===== src/rtl/mux_arb_pkg.sv =====
// Shared types and constants for the 4-requester round-robin mux arbiter.
// The arbiter top and its priority picker both import this package.
package mux_arb_pkg;

    localparam int NUM_REQ = 4;
    localparam int SEL_W   = 2;

    typedef enum logic {
        IDLE  = 1'b0,
        GRANT = 1'b1
    } arb_state_e;

    // One-hot decode of a requester index
    function automatic logic [NUM_REQ-1:0] onehot4(input logic [SEL_W-1:0] idx);
        logic [NUM_REQ-1:0] vec;
        vec      = 4'b0000;
        vec[idx] = 1'b1;
        return vec;
    endfunction

endpackage


===== src/rtl/rr_pick4.sv =====
// Combinational round-robin picker: searches ptr+1 .. ptr+4 (mod 4) for the
// first set request, optionally ignoring one masked requester.
module rr_pick4
    import mux_arb_pkg::*;
(
    input  logic [NUM_REQ-1:0] req,
    input  logic [SEL_W-1:0]   ptr,
    input  logic [SEL_W-1:0]   mask_idx,
    input  logic               mask_en,
    output logic [SEL_W-1:0]   idx,
    output logic               any
);

    logic [NUM_REQ-1:0] mask_vec_s;
    logic [NUM_REQ-1:0] cand_s;
    logic [SEL_W-1:0]   probe_s;

    assign mask_vec_s = mask_en ? onehot4(mask_idx) : 4'b0000;
    assign cand_s     = req & ~mask_vec_s;

    // Walk from lowest to highest priority so the nearest hit after ptr wins last
    always_comb begin
        idx     = ptr;
        any     = 1'b0;
        probe_s = ptr;
        for (int k = NUM_REQ; k >= 1; k--) begin
            probe_s = ptr + SEL_W'(k);
            idx     = cand_s[probe_s] ? probe_s : idx;
            any     = any | cand_s[probe_s];
        end
    end

endmodule


===== src/rtl/mux4_rr_arbiter.sv =====
// Round-robin select sequencer for a 4:1 mux with a per-grant hold limit.
// Grant, select and valid are registered; q follows the registered select.
module mux4_rr_arbiter
    import mux_arb_pkg::*;
#(
    parameter int unsigned MAX_HOLD = 8,
    parameter int unsigned CNT_W    = 8
) (
    input  logic         clk,
    input  logic         reset,
    input  logic [3:0]   req,
    input  logic [3:0]   d,
    output logic [3:0]   grant,
    output logic [1:0]   select,
    output logic         valid,
    output logic         q
);

    localparam logic [CNT_W-1:0] HOLD_LAST = CNT_W'(MAX_HOLD - 1);

    arb_state_e         state_r,    state_nxt_s;
    logic [SEL_W-1:0]   ptr_r,      ptr_nxt_s;
    logic [CNT_W-1:0]   hold_cnt_r, hold_nxt_s;
    logic [NUM_REQ-1:0] grant_r,    grant_nxt_s;
    logic [SEL_W-1:0]   select_r,   select_nxt_s;
    logic               valid_r,    valid_nxt_s;

    logic [SEL_W-1:0]   pick_idx_s;
    logic               pick_any_s;
    logic               mask_en_s;

    // While granted, the current holder is excluded so "any" means "someone else waits"
    assign mask_en_s = (state_r == GRANT);

    rr_pick4 u_pick (
        .req      (req),
        .ptr      (ptr_r),
        .mask_idx (select_r),
        .mask_en  (mask_en_s),
        .idx      (pick_idx_s),
        .any      (pick_any_s)
    );

    // Next-state, pointer, hold counter and output register values
    always_comb begin
        state_nxt_s  = state_r;
        ptr_nxt_s    = ptr_r;
        hold_nxt_s   = hold_cnt_r;
        grant_nxt_s  = grant_r;
        select_nxt_s = select_r;
        valid_nxt_s  = valid_r;
        case (state_r)
            IDLE: begin
                if (pick_any_s) begin
                    state_nxt_s  = GRANT;
                    select_nxt_s = pick_idx_s;
                    grant_nxt_s  = onehot4(pick_idx_s);
                    valid_nxt_s  = 1'b1;
                    hold_nxt_s   = '0;
                end else begin
                    grant_nxt_s  = 4'b0000;
                    valid_nxt_s  = 1'b0;
                    hold_nxt_s   = '0;
                end
            end
            GRANT: begin
                if (!req[select_r]) begin
                    ptr_nxt_s  = select_r;
                    hold_nxt_s = '0;
                    if (pick_any_s) begin
                        select_nxt_s = pick_idx_s;
                        grant_nxt_s  = onehot4(pick_idx_s);
                        valid_nxt_s  = 1'b1;
                    end else begin
                        state_nxt_s = IDLE;
                        grant_nxt_s = 4'b0000;
                        valid_nxt_s = 1'b0;
                    end
                end else if (pick_any_s && (hold_cnt_r == HOLD_LAST)) begin
                    ptr_nxt_s    = select_r;
                    hold_nxt_s   = '0;
                    select_nxt_s = pick_idx_s;
                    grant_nxt_s  = onehot4(pick_idx_s);
                end else if (!pick_any_s) begin
                    // Lone holder: count up but park at the limit
                    hold_nxt_s = (hold_cnt_r == HOLD_LAST) ? hold_cnt_r
                                                           : hold_cnt_r + CNT_W'(1);
                end else begin
                    hold_nxt_s = hold_cnt_r + CNT_W'(1);
                end
            end
            default: begin
                state_nxt_s  = IDLE;
                ptr_nxt_s    = 2'b11;
                hold_nxt_s   = '0;
                grant_nxt_s  = 4'b0000;
                select_nxt_s = 2'b00;
                valid_nxt_s  = 1'b0;
            end
        endcase
    end

    // State and output registers; reset restores requester 0 as first priority
    always_ff @(posedge clk) begin
        if (reset) begin
            state_r    <= IDLE;
            ptr_r      <= 2'b11;
            hold_cnt_r <= '0;
            grant_r    <= 4'b0000;
            select_r   <= 2'b00;
            valid_r    <= 1'b0;
        end else begin
            state_r    <= state_nxt_s;
            ptr_r      <= ptr_nxt_s;
            hold_cnt_r <= hold_nxt_s;
            grant_r    <= grant_nxt_s;
            select_r   <= select_nxt_s;
            valid_r    <= valid_nxt_s;
        end
    end

    assign grant  = grant_r;
    assign select = select_r;
    assign valid  = valid_r;
    assign q      = valid_r ? d[select_r] : 1'b0;

endmodule


===== config.mk =====
export PLATFORM = sky130hd
export DESIGN_NAME = mux4_rr_arbiter
export DESIGN_NICKNAME = d
export VERILOG_FILES = /design/src/rtl/mux_arb_pkg.sv /design/src/rtl/rr_pick4.sv /design/src/rtl/mux4_rr_arbiter.sv
export SDC_FILE = /design/constraint.sdc
export NUM_CORES = 1
export LEC_CHECK = 0
export BUFFER_PORTS_ARGS = -buffer_cell sky130_fd_sc_hd__clkbuf_2
export CORE_MARGIN = 3
export CORE_UTILIZATION = 55
export DETAILED_ROUTE_END_ITERATION = 7
export HOLD_SLACK_MARGIN = 0.05
export PLACE_DENSITY_LB_ADDON = 0.2
export REMOVE_ABC_BUFFERS = 1
export SYNTH_ARGS = -nofsm -noshare
export SYNTH_HDL_FRONTEND = slang
export SYNTH_SLANG_ARGS = --single-unit

===== constraint.sdc =====
create_clock -name clk -period 2.3 [get_ports clk]
set_input_delay 0 -clock clk [delete_from_list [all_inputs] [get_ports clk]]
set_output_delay 0 -clock clk [all_outputs]
set_load 0.02 [all_outputs]

==> reports/results.ini <==
[global_routing]
grt_first_pass_wirelength_um=4222
grt_overflow=0
track_usage_pct=20.87
grt_pass1_vias=945
grt_max_degree=11
antenna_found_initial=0

[synthesis]
synth_top_cell_area_share_pct=31.30
ys_async_sr_fraction_pct=0
mappedNetlistArea_mm2=0.001151
synth_commonest_cells=dfxtp_1, nor2_1, nand3_1
ys_seq_area_share_pct=31.30
synth-seq-cells=18
yosys.area.top_type=dfxtp_1
synth_edf_count=0
synthDistinctLibCells=51
syn-instance-count=119
ys.flop_type=dfxtp_1
syn-mean-instance-area_um2=9.673
yosys-top-cells-area=dfxtp_1, nor2_1, mux2i_1
yosys_warnings=0
yosysMostFrequentCell=dfxtp_1

[floorplanning]
fp.dieH_um=51.75
rows=15
initial_core_util_pct=62.59
dieArea_mm2=0.002678
coreArea_mm2=0.001839
dieWidth_um=51.75
io_pins=18

[placed_design]
postPlaceCellArea_mm2=0.001245
hpwl_um=1825
gp_congestion=0.9255
io_buffers=17

[timing]
setup_tns_ns=0
final.period_utilization_pct=87.96
clock_skew_ns=0.004663
hold_viol=0
setup_viol=0
max_freq_mhz=494.3
grt_setup_unrepaired=false
timing.final.crit_period_ns=2.023
slew_violations=0
whs_ns=0.2280
slew_headroom_pct=71.11
tightest_slew_ns=0.4328

[setup_path]
max_stage_delay_ns=0.42
path_class=register to register
cp-end-kind=register
cpLargestDelayFamily=simple AND/OR/NAND/NOR gates
arrival_ns=2.21
startpoint_type=register
slowest_stage=dfxtp_1
path_buf_inv=0
path_cells=ha_1 > nor4b_1 > and3_2 > o21ai_2 > and2_1 > a22o_1
cp_max_fo=6
required_ns=2.49

[power_and_ir_drop]
p_clk_share_pct=19.7
seqPwrFrac_pct=39.6
ir_worst_vdd_mv=0.5805
power_frac_comb_pct=40.7
p_total_uw=982.7
sw_frac_of_total_pct=36.72
internal_power_uw=621.8
switchingPower_uw=360.9
p_leak_uw=0.0005338
p_per_area_mw_per_mm2=761.0

[layout]
drive_gt1_share_pct=32.37
final_cell_area_mm2=0.001291
syn_to_final_growth_pct=12.17
final_util_pct=70.20
antennaDiodeCount=0
nets=151

[job]
cap_violations=0

[route]
drcViolationCount=0
dr.pass1.iters=4
ant_nets=0
drt_iter0_drc=18
post_drt_wl_per_cell_um=14.24
wirelength_um=2336
via_per_inst=5.896
vias=967

[clock_network]
root_buffer=clkbuf_4
cts_resized=0
cts_buffers=3
clk_latency_ns=0.29
htree_levels=1
clkSinkCount=18
clock_path_buffers=2
cts_tree=done
clk_pin_slew_ns=0.10

[worst_hold_path]
hp-class=input port to register

[run_status]
status=complete, no violations

==> tightest hold or removal path, cell delays in order <==
cell	delay [ns]
clkbuf_2	0.14
mux2i_1	0.14
nor2b_1	0.06
o221ai_1	0.14
==> layout by cell type, fill, tap and decap left out, types with 2 or more instances in the layout <==
master    instances
a211oi_1          2
a21oi_1           5
a22oi_2           2
and2_1            2
and3_1            2
buf_4             2
clkbuf_2         17
clkbuf_4          3
dfxtp_1          18
inv_1             3
mux2i_1           5
nand2_1           6
nand2_2           2
nand3_1          10
nor2_1           14
nor2b_1           2
nor3_1            2
o21a_1            2
o221ai_1          2
xor2_1            4
==> final timing paths <==
check / startpoint / to / slack [ns] / depth (start not counted)
worst max register to register: hold_cnt_r[0]$_SDFFE_PP0P_ / grant[0]$_SDFFE_PP0P_ / 0.28 / 6
worst max-delay path: hold_cnt_r[0]$_SDFFE_PP0P_ / grant[0]$_SDFFE_PP0P_ / 0.28 / 6
worst min-delay path: req[2] / ptr_r[1]$_SDFFE_PP1P_ / 0.23 / 4
worst min register to register: grant[3]$_SDFFE_PP0P_ / grant[3]$_SDFFE_PP0P_ / 0.49 / 1
==> power by group through the flow <==
| stage | sequential, uW | combinational [uW] | clock (uW) |
|---|---|---|---|
| 2_1_floorplan | 434 | 253 | 0 |
| 3_3_place_gp | 394 | 389 | 0 |
| 3_5_place_dp | 396 | 398 | 0 |
| 4_1_cts | 389 | 402 | 200 |
| 5_1_grt | 396 | 435 | 211 |
| 6_report | 389 | 400 | 194 |
==> sequential cells by signal, summed over array words and instances (netlist names) <==
name	count
select	2
grant	4
valid	1
mask_en_s	1
hold_cnt_r	8
ptr_r	2
==> layer usage <==
layer,global-route usage [%],up-vias,routed length [um]
li1,-,487,-
met1,28.34,441,1163
met2,32.84,34,1027
met3,5.444,5,117
met4,5.240,0,27
met5,0,-,0
==> per-stage QoR <==
step                std cells  worst slack (ns)
global route              164            0.1262
global placement          159            0.4550
detailed placement        159            0.3261
CTS                       164            0.3059
floorplan                 115            0.2986
finish                    164            0.2770
==> timing repair <==
action                    CTS  global route
hold endpoints to repair    3             0
hold buffers                1             0
buffers inserted            0             0
==> area by class of cell <==
type | count | area (um2)
Tap cell | 25 | 31.28
Multi-Input combinational cell | 94 | 742.0
Fill cell | 167 | 548.0
Inverter | 3 | 11.26
Clock buffer | 4 | 36.28
Sequential cell | 18 | 360.3
Timing Repair Buffer | 20 | 110.1
==> cell families (layout without fill, tap and decap cells) <==
kind of cell	count (synthesis)	in the layout	share of synthesized area, %
fa+ha+maj	1	1	1.087
xor+xnor	5	5	5.435
simple gates	48	48	21.52
flops	18	18	31.30
compound gates	31	31	25.54
buf+inv	7	27	4.239
mux	9	9	10.87
(Power assumes the default switching activity.)
